--- src/rtl/asa_pu_tx_pkg.sv ---
// Shared constants and FSM state type for the per-PU RAS message transmitter.
package asa_pu_tx_pkg;

    localparam int NUM_OF_PU      = 4;
    localparam int PU_ASA_NBITS   = 32;
    localparam int PU_ID_NBITS    = 2;
    localparam int PU_ASA_TS      = 6;
    localparam int WORD_CNT_NBITS = 8;

    typedef enum logic [1:0] {
        ASA_TX_IDLE = 2'd0,
        ASA_TX_SEND = 2'd1,
        ASA_TX_GAP  = 2'd2
    } asa_tx_state_e;

endpackage

--- src/rtl/asa_pu_tx_fifo.sv ---
// Per-PU show-ahead word FIFO with occupancy count and a registered full flag.
module asa_pu_tx_fifo
    import asa_pu_tx_pkg::*;
#(
    parameter int W           = PU_ASA_NBITS + 1,
    parameter int DEPTH_NBITS = 3
) (
    input  logic                   clk,
    input  logic                   rstn,
    input  logic                   push_i,
    input  logic [W-1:0]           wdata_i,
    input  logic                   pop_i,
    output logic [W-1:0]           rdata_o,
    output logic [DEPTH_NBITS:0]   count_o,
    output logic                   full_o
);

    localparam int                 DEPTH     = 1 << DEPTH_NBITS;
    localparam logic [DEPTH_NBITS:0] DEPTH_CNT = (DEPTH_NBITS + 1)'(DEPTH);

    logic [W-1:0]             mem_q [DEPTH];
    logic [DEPTH_NBITS-1:0]   wr_ptr_q, rd_ptr_q;
    logic [DEPTH_NBITS:0]     count_q, count_d;
    logic                     full_q;

    always_comb begin
        count_d = count_q;
        if (push_i && !pop_i)
            count_d = count_q + 1'b1;
        else if (!push_i && pop_i)
            count_d = count_q - 1'b1;
    end

    always_ff @(posedge clk or negedge rstn) begin
        if (!rstn) begin
            wr_ptr_q <= '0;
            rd_ptr_q <= '0;
            count_q  <= '0;
            full_q   <= 1'b0;
        end else begin
            if (push_i) wr_ptr_q <= wr_ptr_q + 1'b1;
            if (pop_i)  rd_ptr_q <= rd_ptr_q + 1'b1;
            count_q <= count_d;
            full_q  <= (count_d == DEPTH_CNT);
        end
    end

    // NOTE: storage is deliberately not reset; the pointers alone define which entries are valid.
    always_ff @(posedge clk) begin
        if (push_i) mem_q[wr_ptr_q] <= wdata_i;
    end

    assign rdata_o = mem_q[rd_ptr_q];
    assign count_o = count_q;
    assign full_o  = full_q;

endmodule

--- src/rtl/asa_pu_tx.sv ---
// Round-robin serializer of complete per-PU RAS messages onto the pu_asa word stream;
// bursts are contiguous and never interleave.
module asa_pu_tx
    import asa_pu_tx_pkg::*;
#(
    parameter int NUM_PU      = NUM_OF_PU,
    parameter int DEPTH_NBITS = 3,
    parameter int IFG         = 0
) (
    input  logic                             clk,
    input  logic                             rstn,
    input  logic [NUM_PU-1:0]                pu_wr,
    input  logic [NUM_PU*PU_ASA_NBITS-1:0]   pu_wdata,
    input  logic [NUM_PU-1:0]                pu_weop,
    output logic [NUM_PU-1:0]                pu_full,
    output logic                             pu_asa_start,
    output logic                             pu_asa_valid,
    output logic [PU_ASA_NBITS-1:0]          pu_asa_data,
    output logic                             pu_asa_eop,
    output logic [PU_ID_NBITS-1:0]           pu_asa_pu_id,
    output logic                             len_err,
    output logic [NUM_PU-1:0]                ovf_err
);

    localparam int GAP_NBITS = (IFG > 1) ? $clog2(IFG) : 1;
    localparam logic [PU_ID_NBITS-1:0] LAST_RST = PU_ID_NBITS'(NUM_PU - 1);

    function automatic logic [PU_ID_NBITS-1:0] rr_pick(input logic [NUM_PU-1:0] req,
                                                       input logic [PU_ID_NBITS-1:0] last);
        logic [PU_ID_NBITS-1:0] pick;
        int idx;
        pick = last;
        // Walk offsets from farthest to nearest so the nearest requester after last wins.
        for (int off = NUM_PU; off >= 1; off--) begin
            idx = (int'(last) + off) % NUM_PU;
            if (req[idx]) pick = PU_ID_NBITS'(idx);
        end
        return pick;
    endfunction

    logic [NUM_PU-1:0]          fifo_push, fifo_pop, fifo_full, eligible;
    logic [PU_ASA_NBITS:0]      fifo_rdata [NUM_PU];
    logic [DEPTH_NBITS:0]       fifo_count [NUM_PU];
    logic [DEPTH_NBITS:0]       msg_cnt_q  [NUM_PU];

    for (genvar i = 0; i < NUM_PU; i++) begin : g_pu
        assign fifo_push[i] = pu_wr[i] & ~fifo_full[i];
        assign eligible[i]  = (msg_cnt_q[i] != '0) | fifo_full[i];

        asa_pu_tx_fifo #(
            .W           (PU_ASA_NBITS + 1),
            .DEPTH_NBITS (DEPTH_NBITS)
        ) u_fifo (
            .clk     (clk),
            .rstn    (rstn),
            .push_i  (fifo_push[i]),
            .wdata_i ({pu_weop[i], pu_wdata[i*PU_ASA_NBITS +: PU_ASA_NBITS]}),
            .pop_i   (fifo_pop[i]),
            .rdata_o (fifo_rdata[i]),
            .count_o (fifo_count[i]),
            .full_o  (fifo_full[i])
        );
    end

    always_ff @(posedge clk or negedge rstn) begin
        if (!rstn) begin
            for (int i = 0; i < NUM_PU; i++) msg_cnt_q[i] <= '0;
        end else begin
            for (int i = 0; i < NUM_PU; i++) begin
                if ((fifo_push[i] & pu_weop[i]) && !(fifo_pop[i] & fifo_rdata[i][PU_ASA_NBITS]))
                    msg_cnt_q[i] <= msg_cnt_q[i] + 1'b1;
                else if (!(fifo_push[i] & pu_weop[i]) && (fifo_pop[i] & fifo_rdata[i][PU_ASA_NBITS]))
                    msg_cnt_q[i] <= msg_cnt_q[i] - 1'b1;
            end
        end
    end

    asa_tx_state_e               state_q, state_d;
    logic [PU_ID_NBITS-1:0]      grant_q, grant_d, last_q, last_d, sel;
    logic [GAP_NBITS-1:0]        gap_q, gap_d;
    logic [WORD_CNT_NBITS-1:0]   word_cnt_q, word_cnt_d;
    logic                        emit, word_eop;
    logic [PU_ASA_NBITS:0]       head;
    logic                        start_q, start_d, valid_q, valid_d, eop_q, eop_d, len_q, len_d;
    logic [PU_ASA_NBITS-1:0]     data_q, data_d;
    logic [PU_ID_NBITS-1:0]      id_q, id_d;

    // NOTE: every signal written here gets a default first so no path can infer a latch.
    always_comb begin
        state_d    = state_q;
        grant_d    = grant_q;
        last_d     = last_q;
        gap_d      = gap_q;
        word_cnt_d = word_cnt_q;
        emit       = 1'b0;
        start_d    = 1'b0;

        sel  = (state_q == ASA_TX_IDLE) ? rr_pick(eligible, last_q) : grant_q;
        head = fifo_rdata[sel];
        // With no complete message queued, the last stored word closes the burst.
        word_eop = head[PU_ASA_NBITS] |
                   ((msg_cnt_q[sel] == '0) && (fifo_count[sel] == (DEPTH_NBITS + 1)'(1)));

        unique case (state_q)
            ASA_TX_IDLE: begin
                if (|eligible) begin
                    emit       = 1'b1;
                    start_d    = 1'b1;
                    grant_d    = sel;
                    last_d     = sel;
                    word_cnt_d = WORD_CNT_NBITS'(1);
                    state_d    = ASA_TX_SEND;
                end
            end
            ASA_TX_SEND: begin
                if (eop_q) begin
                    gap_d   = '0;
                    state_d = (IFG > 0) ? ASA_TX_GAP : ASA_TX_IDLE;
                end else begin
                    emit       = 1'b1;
                    word_cnt_d = (word_cnt_q == '1) ? word_cnt_q : word_cnt_q + 1'b1;
                end
            end
            ASA_TX_GAP: begin
                if (gap_q == GAP_NBITS'(IFG - 1)) state_d = ASA_TX_IDLE;
                else                              gap_d   = gap_q + 1'b1;
            end
            default: state_d = ASA_TX_IDLE;
        endcase

        fifo_pop = emit ? (NUM_PU'(1) << sel) : '0;
        valid_d  = emit;
        eop_d    = emit & word_eop;
        len_d    = emit & word_eop & (word_cnt_d != WORD_CNT_NBITS'(PU_ASA_TS));
        data_d   = emit ? head[PU_ASA_NBITS-1:0] : '0;
        id_d     = emit ? sel : '0;
    end

    always_ff @(posedge clk or negedge rstn) begin
        if (!rstn) begin
            state_q    <= ASA_TX_IDLE;
            grant_q    <= '0;
            last_q     <= LAST_RST;
            gap_q      <= '0;
            word_cnt_q <= '0;
            start_q    <= 1'b0;
            valid_q    <= 1'b0;
            eop_q      <= 1'b0;
            len_q      <= 1'b0;
            data_q     <= '0;
            id_q       <= '0;
        end else begin
            state_q    <= state_d;
            grant_q    <= grant_d;
            last_q     <= last_d;
            gap_q      <= gap_d;
            word_cnt_q <= word_cnt_d;
            start_q    <= start_d;
            valid_q    <= valid_d;
            eop_q      <= eop_d;
            len_q      <= len_d;
            data_q     <= data_d;
            id_q       <= id_d;
        end
    end

    assign pu_full      = fifo_full;
    assign ovf_err      = pu_wr & fifo_full;
    assign pu_asa_start = start_q;
    assign pu_asa_valid = valid_q;
    assign pu_asa_data  = data_q;
    assign pu_asa_eop   = eop_q;
    assign pu_asa_pu_id = id_q;
    assign len_err      = len_q;

endmodule
--- config.mk ---
export PLATFORM = sky130hd
export DESIGN_NAME = asa_pu_tx
export DESIGN_NICKNAME = d
export VERILOG_FILES = /design/src/rtl/asa_pu_tx_pkg.sv /design/src/rtl/asa_pu_tx_fifo.sv /design/src/rtl/asa_pu_tx.sv
export SDC_FILE = /design/constraint.sdc
export NUM_CORES = 1
export LEC_CHECK = 0
export ABC_AREA = 1
export CAP_MARGIN = 0
export CORE_ASPECT_RATIO = 1.1
export CORE_MARGIN = 2
export CORE_UTILIZATION = 25
export DETAILED_ROUTE_END_ITERATION = 12
export GPL_ROUTABILITY_DRIVEN = 0
export GPL_TIMING_DRIVEN = 1
export PLACE_DENSITY = 0.37
export SYNTH_ARGS = -nofsm -noshare
export SYNTH_HDL_FRONTEND = slang
export SYNTH_SLANG_ARGS = --single-unit
export TNS_END_PERCENT = 10
--- constraint.sdc ---
create_clock -name clk -period 2.69 [get_ports clk]
set_input_delay 0.4035 -clock clk [delete_from_list [all_inputs] [get_ports clk]]
set_output_delay 0.4035 -clock clk [all_outputs]
set_load 0.02 [all_outputs]
==> flow_summary.yaml, run 1 <==
critical_path:
  cp.required_ns: 3.35
  arrival_ns: 3.64
  path_cells: "inv_4 -> nor2_4 -> nor2_4 -> inv_2 -> nand3_2 -> nand2_2 -> nand2_2 -> nand2_2 -> nand2_2 -> nand3_4 -> nand3_4 -> nor2_4 -> nand2_2 -> ha_4 -> inv_4 -> ha_4 -> a21o_1 -> a21oi_2 -> nand2_1 -> nand2_1 -> nor2_2 -> xor2_1"
  path_class: "flop to flop"
  crit_path_frequent_cell: "nand2_2"
  slowest_stage: "dfstp_2"
  crit_buf_inv: 3
  path_max_fanout: 8
  cp_top_family: "simple AND/OR/NAND/NOR gates"
  start_kind: "flop"
  slowest_delay_ns: 0.64
  worst_setup_path_end_kind: "flop"
synthesis:
  synth_cell_types: 44
  syn_inst: 3678
  synthTopCellsByArea: "edfxtp_1, dfrtp_1, o21ai_0"
  yosys.area.top_type: "edfxtp_1"
  syn_nets: 3849
  synthArstFlopShare_pct: 9.512
  synth_area_per_cell_sq_um: 12.77
  ys_seq_area_share_pct: 73.42
  yosysWarningCount: 0
  synth_flop_cell: "edfxtp_1"
  synth_edf_count: 1056
  synth_top_area_share_pct: 67.50
  yosys_register_bits: 1167
  synth.cell_area_sq_um: 46980
timing:
  relSlewSlack_pct: 44.64
  finalSetupViolations: 20
  min_period_ns: 2.978
  finalClockSkew_ns: 0.02809
  hold_violations: 0
  tightest_slew_ns: 0.8304
  slew_violations: 0
  final.period_utilization_pct: 110.7
  rsz0062_at_grt: "true"
  fmax_mhz: 335.8
  holdWs_ns: 0.1467
  fin_ws_ns: -0.2878
clock_tree:
  cts_tree: "built"
  cts_made_buffers: 140
  insertion_delay_ns: 0.78
  cts_root_buf: "clkbuf_16"
  clk_pin_slew_ns: 0.06
  h-tree-depth: 4
  clock_path_buffers: 3
  cts_sinks: 1167
detailed_routing:
  dr.first_iter.drc_count: 2163
  drc: 0
  wire_per_inst_um: 22.90
  vias_per_cell: 4.571
  drtPass1Iterations: 7
  vias: 30270
  drtAntennaViolNets: 0
  wirelength_um: 151600
global_routing:
  grt_pass1_vias: 30170
  grt.overflow.total: 0
  grt_util_all_layers_pct: 15.70
  grt_pass1_wl_um: 219300
  antenna_found_initial: 33
  grt_max_degree: 119
placement:
  dp_cells: 6343
  hpwl_um: 92900
  port_buffers: 183
  place_area_sq_um: 54400
floorplanning:
  core_sq_um: 186300
  initial_core_util_pct: 25.22
  fp.dieH_um: 458.7
  die_x_um: 417.3
  num_rows: 166
  io_pins: 184
  die_area_sq_um: 191400
power_and_ir_drop:
  power_density_nw_per_um2: 1232
  power_uw: 72980
  p_leak_uw: 0.02032
  ir_worst_vdd_mv: 0.8234
layout:
  syn_to_final_growth_pct: 26.14
  fillers: 18450
  nets: 4233
  mostFrequentLayoutCell: "edfxtp_1"
  fin_cells: 6621
  design_area_sq_um: 59260
  final_cell_mix: "edfxtp_1, nor2_1, nand2_1, o21ai_0, clkdlybuf4s50_1"
  drive_above_1_share_pct: 15.08
run_status:
  status: "complete, but fails checks"
  violations: "setup timing"
worst_hold_path:
  hold_class: "primary input to async pin"
job:
  maxCapViolations: 0
-- sequential cells by signal, indices dropped and copies added, names as in the netlist --
signal                cells
pu_asa_valid              1
grant_q                   2
pu_asa_pu_id              2
last_q                    2
pu_asa_eop                1
g_pu.u_fifo.count_o      16
g_pu.u_fifo.rd_ptr_q     12
pu_asa_start              1
g_pu.u_fifo.full_o        4
state_q                   1
msg_cnt_q                16
g_pu.u_fifo.wr_ptr_q     12
word_cnt_q                8
pu_asa_data              32
g_pu.u_fifo.mem_q      1056
len_err                   1
-- Yosys cell counts, types with 6 or more instances --
| cell type | number |
|---|---|
| buf_1 | 17 |
| inv_2 | 7 |
| xor2_1 | 26 |
| edfxtp_1 | 1056 |
| nand4_1 | 14 |
| dfrtp_1 | 109 |
| nand3_1 | 122 |
| o21ai_0 | 472 |
| ha_1 | 29 |
| nand3_2 | 7 |
| nor2_2 | 10 |
| o211ai_1 | 128 |
| a32o_1 | 68 |
| nor2_1 | 528 |
| inv_1 | 117 |
| nand2_1 | 494 |
| o221ai_1 | 65 |
| or2_2 | 6 |
| o22ai_1 | 65 |
| xnor2_1 | 9 |
| a21oi_1 | 80 |
| nand2_2 | 12 |
| clkbuf_1 | 181 |
| buf_2 | 15 |
-- final cells by class --
cell class                      count  area, sq um  share of cell area [%]
Tap cell                         2436         3048                   5.143
Sequential cell                  1167        34510                   58.24
Multi-Input combinational cell   2163        11760                   19.85
Inverter                          129        509.2                  0.8593
Clock inverter                     62        454.2                  0.7664
Timing Repair Buffer              461         5099                   8.604
Clock buffer                      196         3857                   6.509
Antenna cell                        7        17.52                 0.02956
-- worst paths after layout --
kind | start | to | slack, ns | cells past startpoint
min reg2reg | grant_q[1] | grant_q[1] | 0.50 | 2
max in group asynchronous | rstn | last_q[0] | 1.87 | 3
min | rstn | g_pu[3].u_fifo.rd_ptr_q[1] | 0.15 | 2
min in group clk | pu_wdata[33] | g_pu[1].u_fifo.mem_q[4][1] | 0.36 | 1
max | last_q[0] | msg_cnt_q[7] | -0.29 | 22
max reg2reg | last_q[0] | msg_cnt_q[7] | -0.29 | 22
-- power by group --
group	leakage [uW]	total, uW	switching (uW)	internal (uW)
Sequential	0.0109	24300	1210	23100
Clock	0.00210	17900	7670	10300
Combinational	0.00729	30700	19900	10800
-- cell families (layout without fill, tap and decap cells) --
group / Yosys count / count (layout) / synth area share, %
flip-flops: 1167 / 1167 / 73.42
adder cells (fa/ha/maj): 33 / 33 / 0.9428
AND/OR/NAND/NOR: 1207 / 1207 / 10.45
AO/OA/AOI/OAI: 888 / 888 / 11.64
other: 0 / 7 / 0
XOR/XNOR: 35 / 35 / 0.6525
buffers and inverters: 348 / 848 / 2.898
-- worst reg2reg max path: cells and delay by family (launching register included) --
| family | cells | cell delay, ns |
|---|---|---|
| XOR/XNOR | 1 | 0.13 |
| buffers and inverters | 3 | 0.21 |
| flip-flops | 1 | 0.64 |
| adder cells (fa/ha/maj) | 2 | 0.37 |
| AO/OA/AOI/OAI | 2 | 0.32 |
| AND/OR/NAND/NOR | 14 | 1.19 |
-- layer usage --
metal  vias to the layer above  global-route usage (%)  share of wire [%]
met4                        28                   4.855                2.5
li1                      14290                       -                  -
met1                     15230                   20.50                 44
met2                       498                   26.32                 49
met5                         -                       0               0.11
met3                       219                   2.892                3.9
-- stage by stage --
stage,setup slack [ns],utilization [%],TNS [ns]
after floorplan,-0.1627,-,-33.31
after global placement,-0.3100,29.20,-2.964
after detailed placement,-0.3348,29.20,-3.373
after CTS,-0.2419,31.61,-1.866
after global routing,-0.5110,31.80,-10.28
final,-0.2878,31.81,-2.236
-- repair_timing --
action	CTS	global route
pin swaps	18	30
hold buffers	1	0
endpoints found under the hold margin	97	0
endpoints found under the setup margin	40	53
gates resized for setup	30	65
setup buffers	6	6
(Power assumes the default switching activity.)
==> inputs of run 2 (changes only) <==
CTS_CLUSTER_DIAMETER = 200   (was default)
==> results of run 2 <==
Same layout as run 1: the final DEF is identical, and so are final timing and power.
